`src/rtl/mux_scan_controller_pkg.sv`:
```
// mux_scan_pkg: state type and default geometry shared by the mux scan controller files
package mux_scan_pkg;
  typedef enum logic {IDLE, SCAN} state_t;
  localparam int SEL_W_DEF = 3;
  localparam int DWELL_DEF = 1;
  localparam int N_DEF = 2 ** SEL_W_DEF;
endpackage

```
`src/rtl/mux_scan_controller_if.sv`:
```
// mux_scan_controller_if: scan controller bus; master = requester/mux side, slave = controller
//   start, cont, mux_out        : master -> slave
//   sel, busy, sample_valid,
//   sample_bit, sample_idx,
//   word, done                  : slave -> master
interface mux_scan_controller_if import mux_scan_pkg::*; #(parameter int SEL_W = SEL_W_DEF);
  localparam int N = 2 ** SEL_W;
  logic start;
  logic cont;
  logic mux_out;
  logic [SEL_W-1:0] sel;
  logic busy;
  logic sample_valid;
  logic sample_bit;
  logic [SEL_W-1:0] sample_idx;
  logic [N-1:0] word;
  logic done;
  modport master (
    output start, cont, mux_out,
    input sel, busy, sample_valid, sample_bit, sample_idx, word, done
  );
  modport slave (
    input start, cont, mux_out,
    output sel, busy, sample_valid, sample_bit, sample_idx, word, done
  );
endinterface

```
`src/rtl/mux_scan_controller_timer.sv`:
```
// mux_dwell_timer: 8-bit dwell counter; tc marks the last cycle of each dwell
//   clk, rst : clock, sync active-high reset
//   clr      : hold counter at 0 (controller idle)
//   tc       : counter at DWELL-1 and not cleared; fires the capture
module mux_dwell_timer import mux_scan_pkg::*; #(
  parameter int DWELL = DWELL_DEF
) (
  input  logic clk,
  input  logic rst,
  input  logic clr,
  output logic tc
);
  logic [7:0] cnt;
  assign tc = !clr && cnt == 8'(DWELL - 1);
  always_ff @(posedge clk) cnt <= (rst || clr || tc) ? 8'd0 : cnt + 8'd1;
endmodule

```
`src/rtl/mux_scan_controller.sv`:
```
// mux_scan_controller: walks an N-to-1 mux select, captures one bit per channel into a word
//   clk, rst : clock, sync active-high reset
//   bus      : slave side of mux_scan_controller_if (start/cont/mux_out in,
//              sel/busy/sample_valid/sample_bit/sample_idx/word/done out, all registered)
module mux_scan_controller import mux_scan_pkg::*; #(
  parameter int SEL_W = SEL_W_DEF,
  parameter int DWELL = DWELL_DEF
) (
  input logic clk,
  input logic rst,
  mux_scan_controller_if.slave bus
);
  localparam int N = 2 ** SEL_W;
  state_t state, state_n;
  logic cap, last;
  logic [N-1:0] shadow, word_n;
  mux_dwell_timer #(.DWELL(DWELL)) u_timer (.clk(clk), .rst(rst), .clr(state == IDLE), .tc(cap));
  assign last = cap && bus.sel == SEL_W'(N - 1);
  always_comb state_n = state == IDLE ? (bus.start ? SCAN : IDLE) : (last && !bus.cont ? IDLE : SCAN);
  // the final channel goes straight into word so it never shows a partial scan
  always_comb begin
    word_n = shadow;
    word_n[N-1] = bus.mux_out;
  end
  always_ff @(posedge clk) begin
    if (rst) begin
      state <= IDLE;
      bus.sel <= '0;
      bus.busy <= 1'b0;
      bus.sample_valid <= 1'b0;
      bus.sample_bit <= 1'b0;
      bus.sample_idx <= '0;
      bus.word <= '0;
      bus.done <= 1'b0;
      shadow <= '0;
    end else begin
      state <= state_n;
      bus.busy <= state_n == SCAN;
      bus.sample_valid <= cap;
      bus.done <= last;
      if (cap) begin
        bus.sel <= bus.sel + SEL_W'(1);
        bus.sample_bit <= bus.mux_out;
        bus.sample_idx <= bus.sel;
        shadow[bus.sel] <= bus.mux_out;
      end
      if (last) bus.word <= word_n;
    end
  end
endmodule

```
`src/flat_wrapper.sv`:
```
// flat-port wrapper written by rule: the top's interface ports become plain ports
module mux_scan_controller_flat import mux_scan_pkg::*;
#(
  parameter int SEL_W = SEL_W_DEF,
  parameter int DWELL = DWELL_DEF
)
  (clk, rst, bus_start, bus_cont, bus_mux_out, bus_sel, bus_busy, bus_sample_valid, bus_sample_bit, bus_sample_idx, bus_word, bus_done);
  mux_scan_controller_if #(.SEL_W(SEL_W)) bus_i ();
  input logic clk;
  input logic rst;
  input wire logic [$bits(bus_i.start)-1:0] bus_start;
  input wire logic [$bits(bus_i.cont)-1:0] bus_cont;
  input wire logic [$bits(bus_i.mux_out)-1:0] bus_mux_out;
  output wire logic [$bits(bus_i.sel)-1:0] bus_sel;
  output wire logic [$bits(bus_i.busy)-1:0] bus_busy;
  output wire logic [$bits(bus_i.sample_valid)-1:0] bus_sample_valid;
  output wire logic [$bits(bus_i.sample_bit)-1:0] bus_sample_bit;
  output wire logic [$bits(bus_i.sample_idx)-1:0] bus_sample_idx;
  output wire logic [$bits(bus_i.word)-1:0] bus_word;
  output wire logic [$bits(bus_i.done)-1:0] bus_done;
  assign bus_i.start = bus_start;
  assign bus_i.cont = bus_cont;
  assign bus_i.mux_out = bus_mux_out;
  assign bus_sel = bus_i.sel;
  assign bus_busy = bus_i.busy;
  assign bus_sample_valid = bus_i.sample_valid;
  assign bus_sample_bit = bus_i.sample_bit;
  assign bus_sample_idx = bus_i.sample_idx;
  assign bus_word = bus_i.word;
  assign bus_done = bus_i.done;
  mux_scan_controller #(.SEL_W(SEL_W), .DWELL(DWELL)) u_core (.clk(clk), .rst(rst), .bus(bus_i));
endmodule
```
`config.mk`:
```
export PLATFORM = sky130hd
export DESIGN_NAME = mux_scan_controller_flat
export DESIGN_NICKNAME = d
export VERILOG_FILES = /design/src/rtl/mux_scan_controller_pkg.sv /design/src/rtl/mux_scan_controller_if.sv /design/src/rtl/mux_scan_controller_timer.sv /design/src/rtl/mux_scan_controller.sv /design/src/flat_wrapper.sv
export SDC_FILE = /design/constraint.sdc
export NUM_CORES = 1
export LEC_CHECK = 0
export ABC_AREA = 1
export BUFFER_PORTS_ARGS = -buffer_cell sky130_fd_sc_hd__buf_2
export CAP_MARGIN = 25
export CORE_MARGIN = 2
export CORE_UTILIZATION = 37
export CTS_BUF_LIST = sky130_fd_sc_hd__clkbuf_8
export CTS_CLUSTER_DIAMETER = 120
export DETAILED_ROUTE_END_ITERATION = 6
export GPL_TIMING_DRIVEN = 0
export PLACE_DENSITY = 0.68
export SLEW_MARGIN = 30
export SYNTH_ARGS = -nofsm -noshare
export SYNTH_HDL_FRONTEND = slang
export SYNTH_SLANG_ARGS = --single-unit
```
`constraint.sdc`:
```
create_clock -name clk -period 2.9 [get_ports clk]
set_input_delay 0.435 -clock clk [delete_from_list [all_inputs] [get_ports clk]]
set_output_delay 0.435 -clock clk [all_outputs]
set_load 0.01 [all_outputs]
```
# Yosys cells after proc, flatten, opt, wreduce, memory -nomap -nowiden
# Cells that the tools add are included.
# totals
out_inout_bits,18
word_cells,29
inputBits,5
ff_bits,34
# classes
magnitude_cmp,2
n_addsub,2
reduce_logical,8
eq_ne,1
bitwise,1
muxes,6
# op_table
op,count
$add 8x1->8 const B,1
$bwmux 8,1
$logic_not 8->1,1
$logic_and 1x1->1,4
$lt 3x4->1 const B,1
$mux 1,4
$add 3x1->3 const B,1
$demux 1 s3,1
$eq 3x3->1 const B,1
$ge 3x1->1 const B,1
$logic_or 1x1->1,2
$logic_not 1->1,1
$not 1->1,1

# Logic depth before layout (Yosys ltp)
# Gate-level depths: netlist of run 1.
# depth
word_depth,6
mapped_depth,11
ltp_nobuf,10

# Cells and area by module
# A second synthesis of run 1 with hierarchy kept.
# hier_totals
cells_unflattened,182
area_unflattened_um2,1405.1
# by_module_without_submodules
module,instances,cells_each,area_each_um2
mux_scan_controller,1,118,957.2
mux_dwell_timer,1,64,447.9

# Least setup slack after synthesis of run 1
# OpenSTA, ideal clock, no wires.
# synth_timing
path_type,reg2reg
startpoint,register u_core.bus.sel[1]
endpoint,register u_core.bus.word[7]
period_less_slack_ns,1.448
t_arrival_ns,1.332
setup_slack_ns,1.452
stages_incl_launch_ff,7
path_buffers,1
path_cell_list,dfxtp_1 ha_1 ha_1 clkbuf_1 nand2_2 o21ai_0 nor2_1
# synth_via
elab_chain_cells,2
# synth_rtl
item,line,text
start: declaration,mux_scan_controller_if.sv:24,"output sel, busy, sample_valid, sample_bit, sample_idx, word, done"
start signal: assignment,mux_scan_controller.sv:42,bus.sel <= bus.sel + SEL_W'(1);
$eq 3x3->1,mux_scan_controller.sv:18,assign last = cap && bus.sel == SEL_W'(N - 1);
$logic_and 1x1->1,mux_scan_controller.sv:18,
end signal: assignment,mux_scan_controller.sv:47,if (last) bus.word <= word_n;
end: declaration,mux_scan_controller_if.sv:24,
# Every way passes these cells.
# A chain may end at the register's enable or synchronous reset.

# Worst setup path in the final report of run 1
# layout_timing
startpoint,register u_core.bus.sel[1]
endpoint,register u_core.bus.word[5]
# Same word-level chain as after synthesis.

==> results of run 1 <==
[cell type report]
class	instances	area (um2)	share of cell area [%]
Timing Repair Buffer	22	110	6.49
Clock buffer	6	82.6	4.87
Inverter	29	109	6.42
Multi-Input combinational cell	122	628	37.0
Clock inverter	1	3.75	0.221
Sequential cell	33	661	38.9
Tap cell	48	60.1	3.54
Buffer	7	42.5	2.51
[logic make-up (layout without fill, tap and decap cells)]
kind of cell,Yosys count,in the layout,synth area share [%]
simple gates,83,83,26.8
flops,33,33,45.9
buf+inv,36,65,10.5
fa+ha+maj,4,4,3.48
compound gates,31,31,10.9
xor+xnor,4,4,2.43
[critical path, delay by kind of cell (launching register included)]
family | cells | cell delay [ns]
flops | 1 | 0.45
simple gates | 2 | 0.29
compound gates | 1 | 0.22
buf+inv | 1 | 0.40
fa+ha+maj | 2 | 0.33
[registers in the layout, indices dropped and copies added (netlist names)]
signal	cells
u_core.bus.word	8
u_core.u_timer.cnt	8
u_core.shadow	7
u_core.bus.sample_idx	3
u_core.bus.sel	3
u_core.bus.busy	1
u_core.bus.done	1
u_core.bus.sample_bit	1
u_core.bus.sample_valid	1
[cell usage after synthesis (all sizes together)]
master,count
nor3,2
clkbuf,1
ha,4
buf,6
clkinv,1
nor2,37
a21oi,14
xnor2,2
and3,1
a31oi,1
o21ai,16
nand4,9
dfxtp,33
xor2,2
or2,1
nand2,24
nand3,9
inv,28
[report_power, final]
part | switching [mW] | leakage, nW | total, mW | internal, mW
clock network | 0.152 | 0.0485 | 0.336 | 0.184
registers | 0.0120 | 0.268 | 0.481 | 0.469
logic | 0.0656 | 0.467 | 0.102 | 0.0360
total | 0.229 | 0.784 | 0.918 | 0.689
[final timing paths]
kind                             endpoint  slack (ns)  cells past startpoint
setup / recovery       u_core.bus.word[5]        1.10                      6
hold / removal    u_core.bus.sample_valid        0.36                      2
setup reg to reg       u_core.bus.word[5]        1.10                      6
hold reg to reg     u_core.u_timer.cnt[0]        0.46                      1
[per-layer routing]
layer,vias to the layer above,track usage [%],routed length (um)
met5,-,0,0
li1,663,-,-
met3,5,5.62,138
met1,527,19.7,1470
met2,28,21.8,1170
met4,0,6.63,59
==> impl_metrics.py, run 1 <==
metrics = {
    "place": {
        "post_dp_cell_area_um2": 1610,
        "dp_slack_ns": 1.09,
        "dp.final_hpwl_um": 1960,
        "place.gp.congestion": 0.798,
        "portBuffers": 22,
        "dp_cells": 261,
    },
    "logic_synthesis": {
        "synth_top_cell_area_share_pct": 45.9,
        "syn_nets": 200,
        "ys_seq_elements": 33,
        "yosysSeqAreaShare_pct": 45.9,
        "synth_largest_area_cell": "dfxtp_1",
        "synthCells": 191,
        "yosys_warnings": 0,
        "synth_cell_type_count": 24,
        "avgSynthCellArea_um2": 7.54,
        "synthesis.area_um2": 1440,
        "synthTopCellsByArea": "dfxtp_1, nor2_1, inv_1",
    },
    "cts": {
        "clock_latency_ns": 0.28,
        "cts_num_sinks": 33,
        "clk_pin_slew_ns": 0.06,
        "root_buffer": "clkbuf_8",
        "cts_buffers": 5,
        "clk_path_buf_depth": 2,
        "cts_max_level": 2,
        "ctsResizeCount": 0,
        "cts_hold_buf": 0,
        "cts_tree": "done",
        "post-cts-setup-buffers": 0,
    },
    "job": {
        "cap_violations": 0,
    },
    "floorplan": {
        "core_area_um2": 3690,
        "rows": 22,
        "ios": 23,
        "start_util_pct": 39.0,
        "die_h_um": 66.4,
        "dieWidth_um": 66.4,
        "dieArea_um2": 4410,
    },
    "finish": {
        "final_cell_mix": "nor2_1, dfxtp_1, inv_1, buf_2, nand2_1",
        "fin_nets": 229,
        "antenna_cells": 0,
        "nFillCells": 388,
        "final_common_cell": "nor2_1",
        "syn2layout_area_growth_pct": 17.8,
        "stdcell_count": 268,
        "utilization_pct": 46.0,
        "fin_area_um2": 1700,
        "drive_gt1_share_pct": 17.7,
    },
    "timing": {
        "min_period_over_period_pct": 62.0,
        "slew_headroom_pct": 66.5,
        "hold_viol": 0,
        "skew_ns": 0.00219,
        "slew_viol_final": 0,
        "rsz0062_at_grt": "false",
        "period_needed_ns": 1.80,
        "fmax_mhz": 556,
        "fin_tns_setup_ns": 0,
        "whs_ns": 0.361,
        "layout_setup_ws_ns": 1.10,
        "tightest_slew_ns": 0.502,
        "setup_viol": 0,
    },
    "power": {
        "p_total_mw": 0.918,
        "vdd_drop_max_v": 0.000183,
        "p_per_area_nw_per_um2": 541,
        "p_leak_nw": 0.784,
    },
    "global_routing": {
        "grt_max_degree": 11,
        "antenna_found_initial": 0,
        "grt_pass1_wl_um": 4970,
        "grtUsageTotal_pct": 15.0,
        "first_global_vias": 1114,
        "gr-total-overflow": 0,
    },
    "hold_path": {
        "hold_path_startpoint": "rst",
        "hold_class": "in2reg",
    },
    "worst_setup_path": {
        "timing.rr.start": "u_core.bus.sel[1]",
        "worst_ep_arrival_time_ns": 1.97,
        "cpMaxStageDelayCell": "dfxtp_1",
        "critPathMaxFanout": 10,
        "timing.critical_path.mode_cell": "ha_1",
        "crit_path_end_kind": "flip-flop",
        "startpoint_type": "flip-flop",
        "crit_required_ns": 3.07,
        "path_class": "reg2reg",
        "worstSetupStartpoint": "u_core.bus.sel[1]",
        "cpPeakStageDelay_ns": 0.45,
        "path_cells": "ha_1, ha_1, clkbuf_1, nand2_2, o21ai_0, nor2_1",
    },
    "detailed_routing": {
        "routedWlPerCell_um": 10.6,
        "route.detailed.drc": 0,
        "drt-total-wl_um": 2840,
        "first_iter_violations": 110,
        "ant_nets": 0,
        "dr.pass1.iters": 4,
        "routed_via_density": 4.56,
        "via_count": 1223,
    },
    "status": {
        "status": "completed",
    },
}
Note: power is estimated with default switching activity, not from simulation.
==> run 2: changes to the inputs <==
clock period = 1.8 ns   (was 2.9 ns; I/O delays follow)
==> impl_metrics.py, run 2 (synthesis results as in run 1) <==
metrics = {
    "job": {
        "cap_violations": 0,
    },
    "power": {
        "power.switching_mw": 0.370,
        "p_leak_nw": 0.780,
        "power_frac_comb_pct": 11.1,
        "p_total_mw": 1.48,
        "power_frac_seq_pct": 52.3,
        "swShare_pct": 25.0,
        "internal_power_mw": 1.11,
        "vdd_drop_max_v": 0.000295,
        "clockPowerShare_pct": 36.5,
        "p_per_area_nw_per_um2": 873,
    },
    "floorplan": {
        "dieWidth_um": 66.4,
        "rows": 22,
        "core_area_um2": 3690,
        "start_util_pct": 39.0,
        "die_h_um": 66.4,
        "dieArea_um2": 4410,
        "ios": 23,
    },
    "detailed_routing": {
        "via_count": 1231,
        "dr.pass1.iters": 4,
        "routed_via_density": 4.61,
        "ant_nets": 0,
        "routedWlPerCell_um": 10.7,
        "route.detailed.drc": 0,
        "first_iter_violations": 81,
        "drt-total-wl_um": 2860,
    },
    "global_routing": {
        "grt_pass1_wl_um": 4970,
        "busiest_layer": "met2",
        "met2_usage_pct": 21.8,
        "grt_max_degree": 11,
        "use_met3_pct": 5.62,
        "grtUsageTotal_pct": 15.0,
        "first_global_vias": 1110,
        "grt_util_met1_pct": 19.7,
        "antenna_found_initial": 0,
        "gr-total-overflow": 0,
    },
    "hold_path": {
        "min_path_cells": 2,
        "hold_class": "in2reg",
        "hold_path_startpoint": "rst",
        "hold_path_end": "u_core.bus.sample_valid",
    },
    "status": {
        "status": "completed",
    },
    "finish": {
        "antenna_cells": 0,
        "final_cell_mix": "nor2_1, dfxtp_1, inv_1, buf_2, nand2_1",
        "utilization_pct": 46.0,
        "fin_nets": 228,
        "stdcell_count": 267,
        "final_common_cell": "nor2_1",
        "fin_area_um2": 1700,
        "nFillCells": 388,
        "syn2layout_area_growth_pct": 17.7,
        "reg_top3": "u_core.bus.word: 8 flops, u_core.u_timer.cnt: 8 flops, u_core.shadow: 7 flops",
        "drive_gt1_share_pct": 18.3,
    },
    "worst_setup_path": {
        "reg2regPathDepth": 9,
        "worst_ep_arrival_time_ns": 1.73,
        "crit_path_end_kind": "flip-flop",
        "path_class": "reg2reg",
        "critPathMaxFanout": 10,
        "startpoint_type": "flip-flop",
        "rrSetupSlack_ns": 0.27,
        "crit_required_ns": 2.00,
        "timing.rr.start": "u_core.u_timer.cnt[0]",
        "reg2reg_to": "u_core.u_timer.cnt[4]",
    },
    "timing": {
        "slew_viol_final": 0,
        "tightest_slew_ns": 0.418,
        "min_period_over_period_pct": 84.7,
        "rsz0062_at_grt": "false",
        "hold_viol": 0,
        "slew_headroom_pct": 72.1,
        "whs_ns": 0.194,
        "fmax_mhz": 656,
        "setup_viol": 0,
        "skew_ns": 0.00143,
        "period_needed_ns": 1.53,
    },
    "cts": {
        "clock_latency_ns": 0.28,
        "clk_pin_slew_ns": 0.06,
        "cts_tree": "done",
        "clk_path_buf_depth": 2,
        "cts_hold_buf": 0,
        "ctsResizeCount": 0,
        "cts_num_sinks": 33,
        "root_buffer": "clkbuf_8",
        "post-cts-setup-buffers": 0,
        "cts_max_level": 2,
        "cts_buffers": 5,
    },
    "place": {
        "portBuffers": 22,
        "dp_cells": 261,
        "dp.final_hpwl_um": 1960,
        "place.gp.congestion": 0.798,
        "post_dp_cell_area_um2": 1610,
    },
}
run 2: changes by cell type in the layout (fill, tap and decap cells not counted):
cell and delta:
ha_2 +1, ha_1 -1, clkbuf_1 -1
run 2: worst max-delay path by stage:
stage | cells past startpoint | startpoint | end | slack [ns]
after floorplan | 6 | u_core.bus.sel[1] | u_core.bus.word[7] | 0.35
after global placement | 6 | u_core.bus.sel[1] | u_core.bus.word[2] | -0.009
after detailed placement | 6 | u_core.bus.sel[1] | u_core.bus.word[5] | -0.008
after CTS | 5 | u_core.bus.sel[1] | u_core.bus.word[5] | 0.14
after global routing | 9 | u_core.u_timer.cnt[0] | u_core.u_timer.cnt[4] | 0.07
final | 9 | u_core.u_timer.cnt[0] | u_core.u_timer.cnt[4] | 0.27
run 2: cell type report:
class / count / area [um2] / area share [%]
sequential: 33 / 661 / 39.0
multi-input combinational: 122 / 631 / 37.2
timing repair buffer: 22 / 110 / 6.49
inverter: 29 / 109 / 6.42
clock buffer: 6 / 82.6 / 4.87
tap: 48 / 60.1 / 3.54
buffer: 6 / 38.8 / 2.29
clock inverter: 1 / 3.75 / 0.221
run 2: metal layers:
metal,wire (um),vias to the layer above
li1,-,663
met1,1480,542
met2,1180,21
met3,140,5
met4,55,0
met5,0,-
run 2: metrics by stage:
step                setup WS (ns)   TNS, ns
global route               0.0720         0
global placement         -0.00855  -0.00855
floorplan                   0.352         0
CTS                         0.136         0
finish                      0.275         0
detailed placement       -0.00832   -0.0166
run 2: critical path: stages (launching register included):
cell     delay [ns]
dfxtp_1        0.37
inv_1          0.06
ha_1           0.21
nand2_1        0.07
inv_1          0.04
nand2_2        0.10
nor2_8         0.06
inv_1          0.14
nand3_1        0.22
nor3_1         0.18
run 2: power groups by stage:
stage | Combinational, mW | Clock (mW) | Sequential (mW)
after CTS | 0.165 | 0.551 | 0.774
after floorplan | 0.108 | 0 | 0.795
after global placement | 0.162 | 0 | 0.790
after detailed placement | 0.164 | 0 | 0.790
after global routing | 0.188 | 0.595 | 0.778
final | 0.165 | 0.541 | 0.775
